--- config.mk ---
export PLATFORM = sky130hd
export DESIGN_NAME = mmu_request_arbiter
export DESIGN_NICKNAME = d
export VERILOG_FILES = /design/src/rtl/mmu_request_arbiter.sv
export SDC_FILE = /design/constraint.sdc
export NUM_CORES = 1
export LEC_CHECK = 0
export ABC_AREA = 1
export BUFFER_PORTS_ARGS = -buffer_cell sky130_fd_sc_hd__buf_2
export CAP_MARGIN = 5
export CORE_AREA = 10 10 109 111
export DETAILED_ROUTE_END_ITERATION = 10
export DIE_AREA = 0 0 119 121
export PLACE_DENSITY = 0.86
export SLEW_MARGIN = 30
export SYNTH_ARGS = -nofsm -noshare
export SYNTH_HDL_FRONTEND = slang
export SYNTH_SLANG_ARGS = --single-unit
export TNS_END_PERCENT = 5
--- constraint.sdc ---
create_clock -name clock -period 3.5 [get_ports clock]
set_input_delay 1.05 -clock clock [delete_from_list [all_inputs] [get_ports clock]]
set_output_delay 1.05 -clock clock [all_outputs]
set_load 0.1 [all_outputs]
--- src/rtl/mmu_request_arbiter.sv ---
// Arbitrates the single MMU translation path between instruction fetch and data
// requesters: fixed data-over-fetch priority with a starvation guard and fetch flush discard.
module mmu_request_arbiter #(
  parameter int unsigned max_data_burst = 4
) (
  input  logic        clock,
  input  logic        reset,
  input  logic        i_fetch_vaild,
  input  logic [31:0] i_fetch_effective_address,
  input  logic        i_fetch_flush,
  output logic        o_fetch_ready,
  output logic [31:0] o_fetch_physical_address,
  input  logic        i_data_vaild,
  input  logic [2:0]  i_data_segment_index,
  input  logic [31:0] i_data_effective_address,
  input  logic        i_data_write_enable,
  output logic        o_data_ready,
  output logic [31:0] o_data_physical_address,
  output logic        o_mmu_vaild,
  output logic [2:0]  o_mmu_segment_index,
  output logic [31:0] o_mmu_effective_address,
  output logic        o_mmu_write_enable,
  input  logic        i_mmu_ready,
  input  logic [31:0] i_mmu_physical_address,
  output logic        o_busy,
  output logic        o_grant_fetch
);

  typedef enum logic [1:0] {
    ST_IDLE,
    ST_ISSUE,
    ST_WAIT,
    ST_RESPOND
  } state_t;

  localparam logic [2:0] BURST_LIMIT = 3'(max_data_burst);
  localparam logic [2:0] CS_INDEX    = 3'd1;

  state_t     r_state;
  logic [2:0] r_data_streak;
  logic       r_discard;

  logic w_fetch_eligible;
  logic w_grant_data;
  logic w_grant_fetch;
  logic w_fetch_flushed;

  always_comb begin
    w_fetch_eligible = i_fetch_vaild & ~i_fetch_flush;
    // A waiting fetch only overtakes data once the data streak has reached the burst limit.
    w_grant_data     = i_data_vaild & ~(w_fetch_eligible & (r_data_streak == BURST_LIMIT));
    w_grant_fetch    = w_fetch_eligible & ~w_grant_data;
    w_fetch_flushed  = o_grant_fetch & i_fetch_flush;
  end

  always_ff @(posedge clock) begin
    if (reset) begin
      r_state                  <= ST_IDLE;
      r_data_streak            <= '0;
      r_discard                <= 1'b0;
      o_fetch_ready            <= 1'b0;
      o_fetch_physical_address <= '0;
      o_data_ready             <= 1'b0;
      o_data_physical_address  <= '0;
      o_mmu_vaild              <= 1'b0;
      o_mmu_segment_index      <= '0;
      o_mmu_effective_address  <= '0;
      o_mmu_write_enable       <= 1'b0;
      o_busy                   <= 1'b0;
      o_grant_fetch            <= 1'b0;
    end else begin
      o_mmu_vaild   <= 1'b0;
      o_fetch_ready <= 1'b0;
      o_data_ready  <= 1'b0;
      case (r_state)
        ST_IDLE: begin
          if (w_grant_data | w_grant_fetch) begin
            r_state       <= ST_ISSUE;
            o_mmu_vaild   <= 1'b1;
            o_busy        <= 1'b1;
            o_grant_fetch <= w_grant_fetch;
            if (w_grant_fetch) begin
              o_mmu_segment_index     <= CS_INDEX;
              o_mmu_effective_address <= i_fetch_effective_address;
              o_mmu_write_enable      <= 1'b0;
              r_data_streak           <= '0;
            end else begin
              o_mmu_segment_index     <= i_data_segment_index;
              o_mmu_effective_address <= i_data_effective_address;
              o_mmu_write_enable      <= i_data_write_enable;
              // The streak only counts data grants that made a fetch wait.
              if (w_fetch_eligible && (r_data_streak != BURST_LIMIT))
                r_data_streak <= r_data_streak + 3'd1;
            end
          end
        end
        ST_ISSUE: begin
          // i_mmu_ready may still be high from the previous translation; ignore it here.
          if (w_fetch_flushed)
            r_discard <= 1'b1;
          r_state <= ST_WAIT;
        end
        ST_WAIT: begin
          if (w_fetch_flushed)
            r_discard <= 1'b1;
          if (i_mmu_ready) begin
            r_state <= ST_RESPOND;
            if (!o_grant_fetch) begin
              o_data_physical_address <= i_mmu_physical_address;
              o_data_ready            <= 1'b1;
            end else if (!r_discard && !i_fetch_flush) begin
              o_fetch_physical_address <= i_mmu_physical_address;
              o_fetch_ready            <= 1'b1;
            end
          end
        end
        ST_RESPOND: begin
          r_discard <= 1'b0;
          o_busy    <= 1'b0;
          r_state   <= ST_IDLE;
        end
        default: begin
          r_state <= ST_IDLE;
          o_busy  <= 1'b0;
        end
      endcase
    end
  end

endmodule

# After elaboration in Yosys (flattened, before gate mapping)
# Index checks and enable logic that the tools add are counted.
# Widths: inputs -> output; s select.
dict set report classes {
  n_mux 15
  n_bitwise 13
  n_reduce_logical 19
  n_addsub 1
  n_eq_ne 8
}
# cell count
set op_table {}
lappend op_table {{$mux 32} 1}
lappend op_table {{$mux 3} 3}
lappend op_table {{$pmux 2 s4} 1}
lappend op_table {{$reduce_and 2->1} 4}
lappend op_table {{$not 1->1} 7}
lappend op_table {{$mux 1} 6}
lappend op_table {{$reduce_and 3->1} 2}
lappend op_table {{$reduce_bool 2->1} 3}
lappend op_table {{$and 1x1->1} 5}
lappend op_table {{$eq 2x2->1 const B} 2}
lappend op_table {{$mux 2} 2}
lappend op_table {{$ne 2x2->1 const B} 2}
lappend op_table {{$pmux 1 s2} 2}
lappend op_table {{$reduce_and 4->1} 1}
lappend op_table {{$reduce_or 2->1} 2}
lappend op_table {{$reduce_or 4->1} 1}
lappend op_table {{$add 3x1->3 const B} 1}
lappend op_table {{$eq 3x3->1 const B} 1}
lappend op_table {{$ne 3x3->1 const B} 1}
lappend op_table {{$reduce_or 3->1} 1}
lappend op_table {{$eq 2x1->1 const B} 1}
lappend op_table {{$logic_and 1x1->1} 2}
lappend op_table {{$logic_not 1->1} 2}
lappend op_table {{$logic_not 2->1} 1}
lappend op_table {{2 further kinds} 2}
dict set report totals {
  ff_bits 111
  word_cells 69
  output_inout_bits 105
  input_bits 106
}

# Logic depth before layout (Yosys ltp)
dict set report depth {
  depth_word 10
  ltp_mapped 10
  mapped_depth_nobuf 9
}

# Least setup slack after synthesis
# No wires, ideal clock.
dict set report synth_timing {
  path_kind {register to output}
  from {reg o_grant_fetch}
  to {out o_grant_fetch}
  arrival_time_ps 986
  t_required_ps 2450
  path_buffers 0
  stages_incl_launch_ff 1
  setup_slack_ps 1464
  path_cell_list {dfxtp_1}
}
# item line
set synth_rtl {}
lappend synth_rtl {{start: declaration} 26} ;# output logic o_grant_fetch
lappend synth_rtl {{start signal: assignment} 81} ;# o_grant_fetch <= w_grant_fetch;
# No word-level cell between the ends.

# Worst setup path in the final report
dict set report layout_timing {
  from {reg o_grant_fetch}
  to {out o_grant_fetch}
}
# No word-level cell between the ends.

==> metrics.md <==
| Metric | Value |
|---|---|
| Outcome | `complete, no violations` |
| Worst hold slack | `approximately 0.47 ns` |
| Largest net degree at the start of global routing | `68` |
| R2r endpoint | `o_mmu_effective_address[16]` |
| Reg2reg path depth | `9` |
| Vias | `4800` |
| Chip height | `between 100 and 150 um` |
| Share of post-route cells with drive strength above 1 | `approximately 30%` |
| Deepest level of the CTS H-tree | `3` |
| Required time worst endpoint | `approximately 2.5 ns` |
| Most frequent cells in the layout | `buf_2 (210), nor2_1 (144), dfxtp_1 (111), nand2_1 (90), nand3_1 (72)` |
| Maximum clock rate | `436 MHz` |
| Core area | `slightly below 0.01 mm2` |
| Pwr/cell area | `797 mW/mm2` |
| Final instance area | `0.00596 mm2` |
| Wirelength per Cell | `14.8 um` |
| GRT overflow | `0` |
| Initial antenna violation count | `1` |
| Mapped Area | `0.00481 mm2` |
| Max-Cap Viols | `0` |
| Worst stage delay on the critical path | `roughly 0.46 ns` |
| Final HPWL DP | `~10 mm` |
| Routed Antenna Nets | `0` |
| Clock Sinks | `roughly 110` |
| Area Overhead vs Synth | `23.9%` |
| # Post-CTS Setup Buffers | `0` |
| FF+latch count, synth | `roughly 110` |
| Worst slew pin tran | `0.815 ns` |
| DRT iter0 DRCs | `approximately 290` |
| Lkg Pwr | `2.92 nW` |
| Final Wtd Congestion | `a little over 0.8` |
| Worst Skew | `between 0.01 and 0.015 ns` |
| Final Critical Period | `around 2.3 ns` |
| Critical path's top delay family | `buffers and inverters` |
| Routed wire length | `14.2 mm` |
| Pins Over Slew Limit | `0` |
| Clk_lat worst skew | `about 0.36 ns` |
| Fill cell count | `902` |
| Max VDD drop | `just under 0.0005 V` |
| Synth Instances | `634` |
| Hold Startpoint | `o_fetch_physical_address[30]` |
| Hold buffer count at cts | `0` |
| Root Driver | `clkbuf_8` |
| CP Class | `reg2out` |
| Slew headroom | `between 40% and 50%` |
| Drt first pass iters | `4` |
| First-pass GRT wire length | `~23 mm` |
| Initial Util | `about half` |
| Critical Path Sink Type | `output port` |
| Yosys warnings | `0` |
| DRC violations left | `0` |
| Endpoints failing hold | `0` |
| R2r startpoint | `r_data_streak[0]` |
| Most common cell after layout, fill and taps aside | `buf_2` |
| Footprint of the multi-input gates | `between 0.002 and 0.0025 mm2` |
| DP Area | `between 0.005 and 0.006 mm2` |
| Sequential Area | `~0.0022 mm2` |
| Vias in the first global route | `~4600` |
| R2R setup slack | `1.58 ns` |
| Diode count | `0` |
| Endpoints failing setup | `0` |
| Vias/cell | `about 5` |
| RSZ-0062 raised after global routing | `no` |
| Avg Cell Area, Syn | `roughly 7.6 um2` |
| Final Cycle Share | `approximately 66%` |
| All-Layer GR Usage | `roughly a fifth` |
| TNS Setup | `0 ns` |
| Critical Path Fanout Max | `5` |
| Class of the worst hold path | `reg2reg` |
| Hold Path Cell Cnt | `2` |
| Slowest-stage cell, CP | `buf_2` |
| Synth cell types | `27` |
| Die footprint | `0.0144 mm2` |
| Port buffer count | `between 200 and 250` |
| Worst-path clk slew | `0.11 ns` |
| Final nets | `930` |
| CTS buffer count | `9` |
| Row count | `36` |
| PostCTS Resize Cnt | `0` |
| Critical path, cell by cell | `buf_2` |
| Syn nets | `746` |
| I/O Pins | `about 210` |
| WHS Endpoint | `o_fetch_physical_address[30]` |
| Clock buffer depth | `2` |
| CP Buf/Inv Count | `1` |
| CP arrival | `between 1 and 1.5 ns` |
| CP startpoint kind | `flop` |
| CTS tree | `yes` |
| Sequential element share of the synthesized area | `between 40% and 50%` |
| Die W | `~120 um` |
[registers in the layout (all words and copies together), names as in the netlist, 2 cells and up]
name	flops
o_fetch_physical_address	32
o_mmu_segment_index	3
o_data_physical_address	32
r_state	2
r_data_streak	3
o_mmu_effective_address	32
[routing by layer]
layer / vias to the layer above / wire [um] / GRT usage, % / share of wire (%)
met5: - / 0 / 0 / 0
met4: 0 / 110 / 3.82 / 0.78
met3: 8 / 1500 / 8.28 / 11
met2: 183 / 6240 / 28.8 / 44
met1: 2166 / 6330 / 24.0 / 45
li1: 2443 / - / - / -
[cells in the mapped netlist (all sizes together)]
cell / n / area share [%]
nor2: 147 / 12
dfxtp: 111 / 46
nand2: 92 / 7.4
nand3: 72 / 7.5
o21ai: 66 / 6.9
a21oi: 41 / 4.5
a21boi: 35 / 5.5
buf: 28 / 5.5
clkbuf: 18 / 1.6
inv: 16 / 1.2
ha: 6 / 1.6
clkdlybuf4s15: 1 / 0.21
dlygate4sd1: 1 / 0.18
[kinds of logic after synthesis]
family          after synthesis  share of synthesized area [%]
compound gates              142                           16.8
fa+ha+maj                     6                           1.56
buf+inv                      64                           8.77
flops                       111                           46.2
simple gates                311                           26.6
[how the worst max path moves through the flow]
stage	start	endpoint	slack, ns	depth (start not counted)
floorplan	o_grant_fetch	o_grant_fetch	1.46	0
global placement	reset	o_mmu_effective_address[6]	1.03	5
detailed placement	reset	o_data_physical_address[11]	0.94	5
CTS	o_grant_fetch	o_grant_fetch	1.18	1
global route	o_grant_fetch	o_grant_fetch	1.13	1
finish	o_grant_fetch	o_grant_fetch	1.21	1
[power breakdown]
part / internal (mW) / total (mW) / switching (mW) / leakage [nW]
logic: 0.390 / 2.42 / 2.03 / 1.92
clock network: 0.298 / 0.762 / 0.464 / 0.102
registers: 1.48 / 1.57 / 0.0957 / 0.905
[stage by stage]
| step | setup WS, ns | std cells | util (%) | power, mW |
|---|---|---|---|---|
| after global routing | 1.13 | 956 | 61.8 | 5.00 |
| after floorplan | 1.46 | 634 | - | 3.68 |
| after global placement | 1.03 | 940 | 59.7 | 4.00 |
| after CTS | 1.18 | 956 | 61.8 | 4.78 |
| after detailed placement | 0.945 | 940 | 59.7 | 4.02 |
| final | 1.21 | 956 | 61.8 | 4.75 |
[area by class of cell]
type / count / area share, %
multi-input cells: 459 / 36.3
flip-flops and latches: 111 / 37.3
inverters: 16 / 1.01
repair buffers: 221 / 19.2
clock inverters: 6 / 1.05
clock buffers: 10 / 2.31
well taps: 133 / 2.79
Note: power is estimated with default switching activity, not from simulation.
